**config.mk**
```make
export PLATFORM = sky130hd
export DESIGN_NAME = reflet_word_to_byte_bridge_flat
export DESIGN_NICKNAME = d
export VERILOG_FILES = /design/src/rtl/reflet_word_to_byte_bridge_pkg.sv /design/src/rtl/reflet_word_to_byte_bridge_if.sv /design/src/rtl/reflet_word_to_byte_bridge.sv /design/src/flat_wrapper.sv
export SDC_FILE = /design/constraint.sdc
export NUM_CORES = 1
export LEC_CHECK = 0
export ABC_AREA = 1
export BUFFER_PORTS_ARGS = -buffer_cell sky130_fd_sc_hd__buf_4
export CAP_MARGIN = 30
export CORE_MARGIN = 2
export CORE_UTILIZATION = 40
export CTS_CLUSTER_SIZE = 30
export DETAILED_ROUTE_END_ITERATION = 10
export HOLD_SLACK_MARGIN = 0.12
export PLACE_DENSITY = 0.7
export REMOVE_ABC_BUFFERS = 1
export SYNTH_ARGS = -nofsm -noshare
export SYNTH_HDL_FRONTEND = slang
export SYNTH_SLANG_ARGS = --single-unit
```
**constraint.sdc**
```tcl
create_clock -name clk -period 1.72 [get_ports clk]
set_input_delay 0.086 -clock clk [delete_from_list [all_inputs] [get_ports clk]]
set_output_delay 0.086 -clock clk [all_outputs]
set_load 0.01 [all_outputs]
```
**src/rtl/reflet_word_to_byte_bridge_pkg.sv**
```systemverilog
// Shared definitions for the word-to-byte bridge: FSM state encoding and the
// bytes-per-word helper.
package reflet_word_to_byte_bridge_pkg;

  typedef enum logic [2:0] {
    IDLE  = 3'd0,
    READ  = 3'd1,
    DRAIN = 3'd2,
    WRITE = 3'd3,
    DONE  = 3'd4
  } state_t;

  function automatic int bytes_per_word(input int word_size);
    return word_size / 8;
  endfunction

endpackage

```
**src/rtl/reflet_word_to_byte_bridge_if.sv**
```systemverilog
// Upstream word-access bus: the requester drives master, the bridge is slave.
interface reflet_word_to_byte_bridge_if #(
  parameter int word_size = 32,
  parameter int addr_size = 32
) ();

  logic [addr_size-1:0] up_addr;
  logic [word_size-1:0] up_data_in;
  logic [word_size-1:0] up_data_out;
  logic                 up_read_en;
  logic                 up_write_en;
  logic                 up_ready;

  modport master (
    output up_addr, up_data_in, up_read_en, up_write_en,
    input  up_data_out, up_ready
  );

  modport slave (
    input  up_addr, up_data_in, up_read_en, up_write_en,
    output up_data_out, up_ready
  );

endinterface

```
**src/rtl/reflet_word_to_byte_bridge.sv**
```systemverilog
// Splits one upstream word access into word_size/8 little-endian byte
// accesses on a byte-wide memory with one-cycle read latency.
module reflet_word_to_byte_bridge
  import reflet_word_to_byte_bridge_pkg::*;
#(
  parameter int word_size = 32,
  parameter int addr_size = 32
) (
  input  logic                 clk,
  input  logic                 reset,
  reflet_word_to_byte_bridge_if.slave up,
  output logic [addr_size-1:0] mem_addr,
  output logic [7:0]           mem_data_out,
  input  logic [7:0]           mem_data_in,
  output logic                 mem_write_en
);

  localparam int n_bytes = bytes_per_word(word_size);
  localparam int idx_w   = $clog2(n_bytes);
  localparam int buf_w   = word_size - 8;
  localparam logic [idx_w-1:0]     last_idx = idx_w'(n_bytes - 1);
  localparam logic [addr_size-1:0] low_mask = addr_size'(n_bytes - 1);

  state_t               state;
  logic [idx_w-1:0]     i;
  logic [idx_w-1:0]     i_next;
  logic [addr_size-1:0] base;
  logic [addr_size-1:0] addr_next;
  logic [addr_size-1:0] up_base;
  // Bytes 1..N-1 still to be written, shifted down one byte per strobe.
  logic [buf_w-1:0]     wbuf;
  // Bytes 0..N-2 of the word being read, shifted in from the top.
  logic [buf_w-1:0]     rbuf;

  assign i_next    = i + 1'b1;
  assign addr_next = base + addr_size'(i_next);
  assign up_base   = up.up_addr & ~low_mask;

  // NOTE: the data holding registers are reset along with the control state so
  // every output is a known 0 while reset is low, not just the FSM.
  always_ff @(posedge clk or negedge reset) begin
    if (!reset) begin
      state          <= IDLE;
      i              <= '0;
      base           <= '0;
      wbuf           <= '0;
      rbuf           <= '0;
      mem_addr       <= '0;
      mem_data_out   <= '0;
      mem_write_en   <= 1'b0;
      up.up_ready    <= 1'b0;
      up.up_data_out <= '0;
    end else begin
      case (state)
        IDLE: begin
          if (up.up_write_en) begin
            base         <= up_base;
            mem_addr     <= up_base;
            mem_data_out <= up.up_data_in[7:0];
            wbuf         <= up.up_data_in[word_size-1:8];
            mem_write_en <= 1'b1;
            i            <= '0;
            state        <= WRITE;
          end else if (up.up_read_en) begin
            base     <= up_base;
            mem_addr <= up_base;
            i        <= '0;
            state    <= READ;
          end
        end

        WRITE: begin
          if (i == last_idx) begin
            mem_write_en <= 1'b0;
            mem_data_out <= '0;
            up.up_ready  <= 1'b1;
            i            <= '0;
            state        <= DONE;
          end else begin
            i            <= i_next;
            mem_addr     <= addr_next;
            mem_data_out <= wbuf[7:0];
            wbuf         <= wbuf >> 8;
          end
        end

        READ: begin
          // The byte addressed in the previous READ cycle is on mem_data_in now.
          if (i != '0) rbuf <= buf_w'({mem_data_in, rbuf} >> 8);
          if (i == last_idx) begin
            i     <= '0;
            state <= DRAIN;
          end else begin
            i        <= i_next;
            mem_addr <= addr_next;
          end
        end

        DRAIN: begin
          up.up_data_out <= {mem_data_in, rbuf};
          up.up_ready    <= 1'b1;
          state          <= DONE;
        end

        DONE: begin
          up.up_ready <= 1'b0;
          state       <= IDLE;
        end

        default: state <= IDLE;
      endcase
    end
  end

endmodule
```
**src/flat_wrapper.sv**
```systemverilog
// flat-port wrapper written by rule: the top's interface ports become plain ports
module reflet_word_to_byte_bridge_flat import reflet_word_to_byte_bridge_pkg::*;
#(
  parameter int word_size = 32,
  parameter int addr_size = 32
)
  (clk, reset, mem_addr, mem_data_out, mem_data_in, mem_write_en, up_up_addr, up_up_data_in, up_up_read_en, up_up_write_en, up_up_data_out, up_up_ready);
  reflet_word_to_byte_bridge_if #(.word_size(word_size), .addr_size(addr_size)) up_i ();
  input  logic clk;
  input  logic reset;
  output logic [addr_size-1:0] mem_addr;
  output logic [7:0] mem_data_out;
  input  logic [7:0] mem_data_in;
  output logic mem_write_en;
  input wire logic [$bits(up_i.up_addr)-1:0] up_up_addr;
  input wire logic [$bits(up_i.up_data_in)-1:0] up_up_data_in;
  input wire logic [$bits(up_i.up_read_en)-1:0] up_up_read_en;
  input wire logic [$bits(up_i.up_write_en)-1:0] up_up_write_en;
  output wire logic [$bits(up_i.up_data_out)-1:0] up_up_data_out;
  output wire logic [$bits(up_i.up_ready)-1:0] up_up_ready;
  assign up_i.up_addr = up_up_addr;
  assign up_i.up_data_in = up_up_data_in;
  assign up_i.up_read_en = up_up_read_en;
  assign up_i.up_write_en = up_up_write_en;
  assign up_up_data_out = up_i.up_data_out;
  assign up_up_ready = up_i.up_ready;
  reflet_word_to_byte_bridge #(.word_size(word_size), .addr_size(addr_size)) u_core (.clk(clk), .reset(reset), .up(up_i), .mem_addr(mem_addr), .mem_data_out(mem_data_out), .mem_data_in(mem_data_in), .mem_write_en(mem_write_en));
endmodule
```
==> out/qor.csv <==
stage,metric,value,unit
drt,DR pass1 iterations,5,
power_and_ir_drop,Max VDD drop,0.864,mV
floorplan,Core ar.,0.0171,mm²
place,Placer Congestion,0.794,
critical_path,arrival time worst endpoint,1.85,ns
critical_path,Worst EP required,2.07,ns
layout,# fillers,1514,
sta,Final WS setup,0.220,ns
critical_path,RR Startpoint,u_core.state[1],
sta,min cycle time layout,1.50,ns
power_and_ir_drop,internal power,10.7,mW
power_and_ir_drop,Net Sw Power,6.56,mW
global_route,first-pass GRT wire length,27.0,mm
synthesis,simple-gate share of the synthesized area,0.257,
outcome,status,"finished, final reports clean",
synthesis,Adder-Cell Fraction of Synth Area,0.00362,
power_and_ir_drop,Reg power frac,0.365,
layout,area delta synth->final,38.5,%
hold_path,worst hold path type,input pin to asynchronous set/reset pin,
critical_path,critical path startpoint category,register,
power_and_ir_drop,switch share,0.379,
drt,vias,5937,
sta,RSZ-0062 raised after global routing,no,
synthesis,Synth Warn #,0,
place,pre-CTS WS,0.197,ns
sta,max-slew violation count,0,
floorplan,die area,0.0184,mm²
drt,DRC viols,0,
sta,Max Clk Rate,667,MHz
synthesis,mux cell area share after synthesis,0,
layout,final core utilization,0.560,
floorplan,row cnt,48,
flow_run,Max Cap Violations,0,
synthesis,largest cells by area after synthesis,"dfrtp_1 57%, nand2_1 18%, o21ai_0 6.9%",
global_route,GRT Overall Usage,0.186,
synthesis,top cell type's share of synthesized area,0.568,
global_route,grt total ovfl,0,
sta,Worst Max-Slew Pin Slew,0.398,ns
synthesis,"Avg Cell Area, Syn",8.42,µm²
floorplan,initial core utilization,0.404,
drt,Routed WL per cell,12.8,µm
clocking,CTS H-tree lvls,4,
critical_path,Crit Path Class,register to register,
clocking,Post-CTS Setup Inserts,0,
drt,1st-iter DRT viols,342,
sta,Slew Limit Headroom,0.735,
clocking,post_cts resized,0,
clocking,CTS tree,done,
synthesis,cell taking the most area after synthesis,dfrtp_1,
power_and_ir_drop,Leak Pwr,5.10,nW
layout,layout cell share with drive strength beyond 1,0.207,
synthesis,#FFs+latches synth,157,
global_route,vias in the first global route,5660,
synthesis,Post-Synthesis Cells,821,
clocking,clock tree sinks,157,
synthesis,Yosys cell types,25,
clocking,"Clk pin slew, worst setup/hold paths",0.06,ns
clocking,Clock Latency Late Sink,0.42,ns
clocking,hold buffers post-CTS,73,
sta,Clock Skews,0.0120,ns
sta,crit share post-route,0.872,
critical_path,Worst Setup SP,u_core.state[1],
global_route,largest net degree at the start of global routing,55,
drt,final wirelength,16.4,mm
power_and_ir_drop,Clock power frac,0.214,
global_route,initial antenna violation count,0,
sta,setup violators final,0,
layout,Final Net Count,1120,
synthesis,XOR/XNOR Fraction of Synth Area,0,
place,placed wire-length estimate,10.4,mm
floorplan,Die H,135,µm
drt,ANT nets after route,0,
floorplan,# IOs,150,
layout,number of antenna diodes,0,
synthesis,Synth Area in Compound Gates,0.0829,
synthesis,register area share after synthesis,0.568,
critical_path,CP Capture Type,register,
place,IO buf count,147,
synthesis,largest family of logic cells by synthesized area,simple AND/OR/NAND/NOR gates,
power_and_ir_drop,PD cells,1810,mW/mm²
synthesis,Mapped Area,0.00692,mm²
drt,Vias/cell,4.64,
clocking,Max clock buf depth,2,
clocking,TritonCTS buffer count,17,
clocking,cell at the root of the clock tree,clkbuf_16,
floorplan,Die X,135,µm
critical_path,"critical path fanouts, max",12,
power_and_ir_drop,logic gate share of total power,0.421,
sta,hold violation total from the final report,0,
stage by stage:
step	cell area [µm²]	hold WS [ns]	cells	setup TNS [ns]	power, mW
final	9580	0.136	1279	0	17.3
after global routing	9580	0.166	1279	0	18.8
after CTS	9580	0.146	1279	0	17.5
after detailed placement	8270	0.0279	1175	0	13.6
after global placement	8270	0.0288	1175	0	13.3
after floorplan	6590	-0.210	776	-50.70	10.4
power groups by stage:
stage | clock network, mW | logic, mW | registers [mW]
after global placement | 0 | 7.03 | 6.32
after global routing | 3.96 | 8.30 | 6.51
after floorplan | 0 | 3.76 | 6.60
after CTS | 3.79 | 7.39 | 6.32
final | 3.70 | 7.28 | 6.32
after detailed placement | 0 | 7.21 | 6.36
final cells by class:
type / count / area, µm² / share of cell area
flip-flops and latches: 157 / 3930 / 0.410
clock buffers: 22 / 474 / 0.0495
inverters: 74 / 280 / 0.0292
clock inverters: 9 / 111 / 0.0116
multi-input cells: 545 / 2380 / 0.248
repair buffers: 247 / 2130 / 0.222
well taps: 225 / 282 / 0.0294
synthesized netlist by cell type (all sizes together):
cell type,instances
nand2,332
dfrtp,157
o21ai,108
nand3,79
inv,74
buf,37
nor2,17
clkbuf,8
a21oi,5
ha,2
nand4,1
nor3,1
cells in the final DEF (no fill, tap or decap), types with 3 or more instances in the layout:
| cell | Yosys | final |
|---|---|---|
| a21oi_1 | 3 | 3 |
| buf_12 | 0 | 7 |
| buf_4 | 10 | 166 |
| clkbuf_16 | 0 | 17 |
| clkbuf_8 | 0 | 3 |
| dfrtp_1 | 157 | 157 |
| dlygate4sd3_1 | 0 | 73 |
| inv_1 | 72 | 72 |
| nand2_1 | 328 | 328 |
| nand3_1 | 76 | 76 |
| nand3_2 | 3 | 3 |
| nor2_1 | 13 | 13 |
| o21ai_0 | 95 | 95 |
| o21ai_1 | 13 | 13 |
final timing paths:
check,end,slack [ns],cells after the start
hold reg to reg,u_core.up.up_data_out[6],0.48,2
setup reg to reg,u_core.mem_data_out[3],0.22,5
hold / removal,u_core.up.up_data_out[22],0.14,2
setup / recovery,u_core.mem_data_out[3],0.22,5
max in group asynchronous,u_core.wbuf[15],0.92,3
min in group clk,u_core.wbuf[19],0.42,4
state kept, by name, indices dropped and copies added (netlist names):
| signal | cells |
|---|---|
| u_core.up.up_ready | 1 |
| u_core.state | 3 |
| u_core.mem_write_en | 1 |
| u_core.i | 2 |
| u_core.wbuf | 24 |
| u_core.up.up_data_out | 32 |
| u_core.mem_addr | 32 |
| u_core.rbuf | 24 |
| u_core.mem_data_out | 8 |
| u_core.base | 30 |
layer usage:
metal	vias up	track usage	part of all wire
met4	0	0.0550	0.017
met1	2761	0.231	0.44
li1	3020	-	-
met2	131	0.313	0.49
met5	-	0	0
met3	25	0.0576	0.052
kinds of logic (layout without fill, tap and decap cells):
group                      after synthesis  count (layout)
buffers and inverters                  119             352
DFF                                    157             157
AOI/OAI and AO/OA                      113             113
adders and majority gates                2               2
and+or+nand+nor                        430             430
critical path, cell delays in order (launching register included):
cell	delay, ns
dfrtp_1	0.44
nor2_2	0.19
nand3_2	0.29
nand2_1	0.35
nand2_1	0.10
nand2_1	0.06
(Power assumes the default switching activity.)
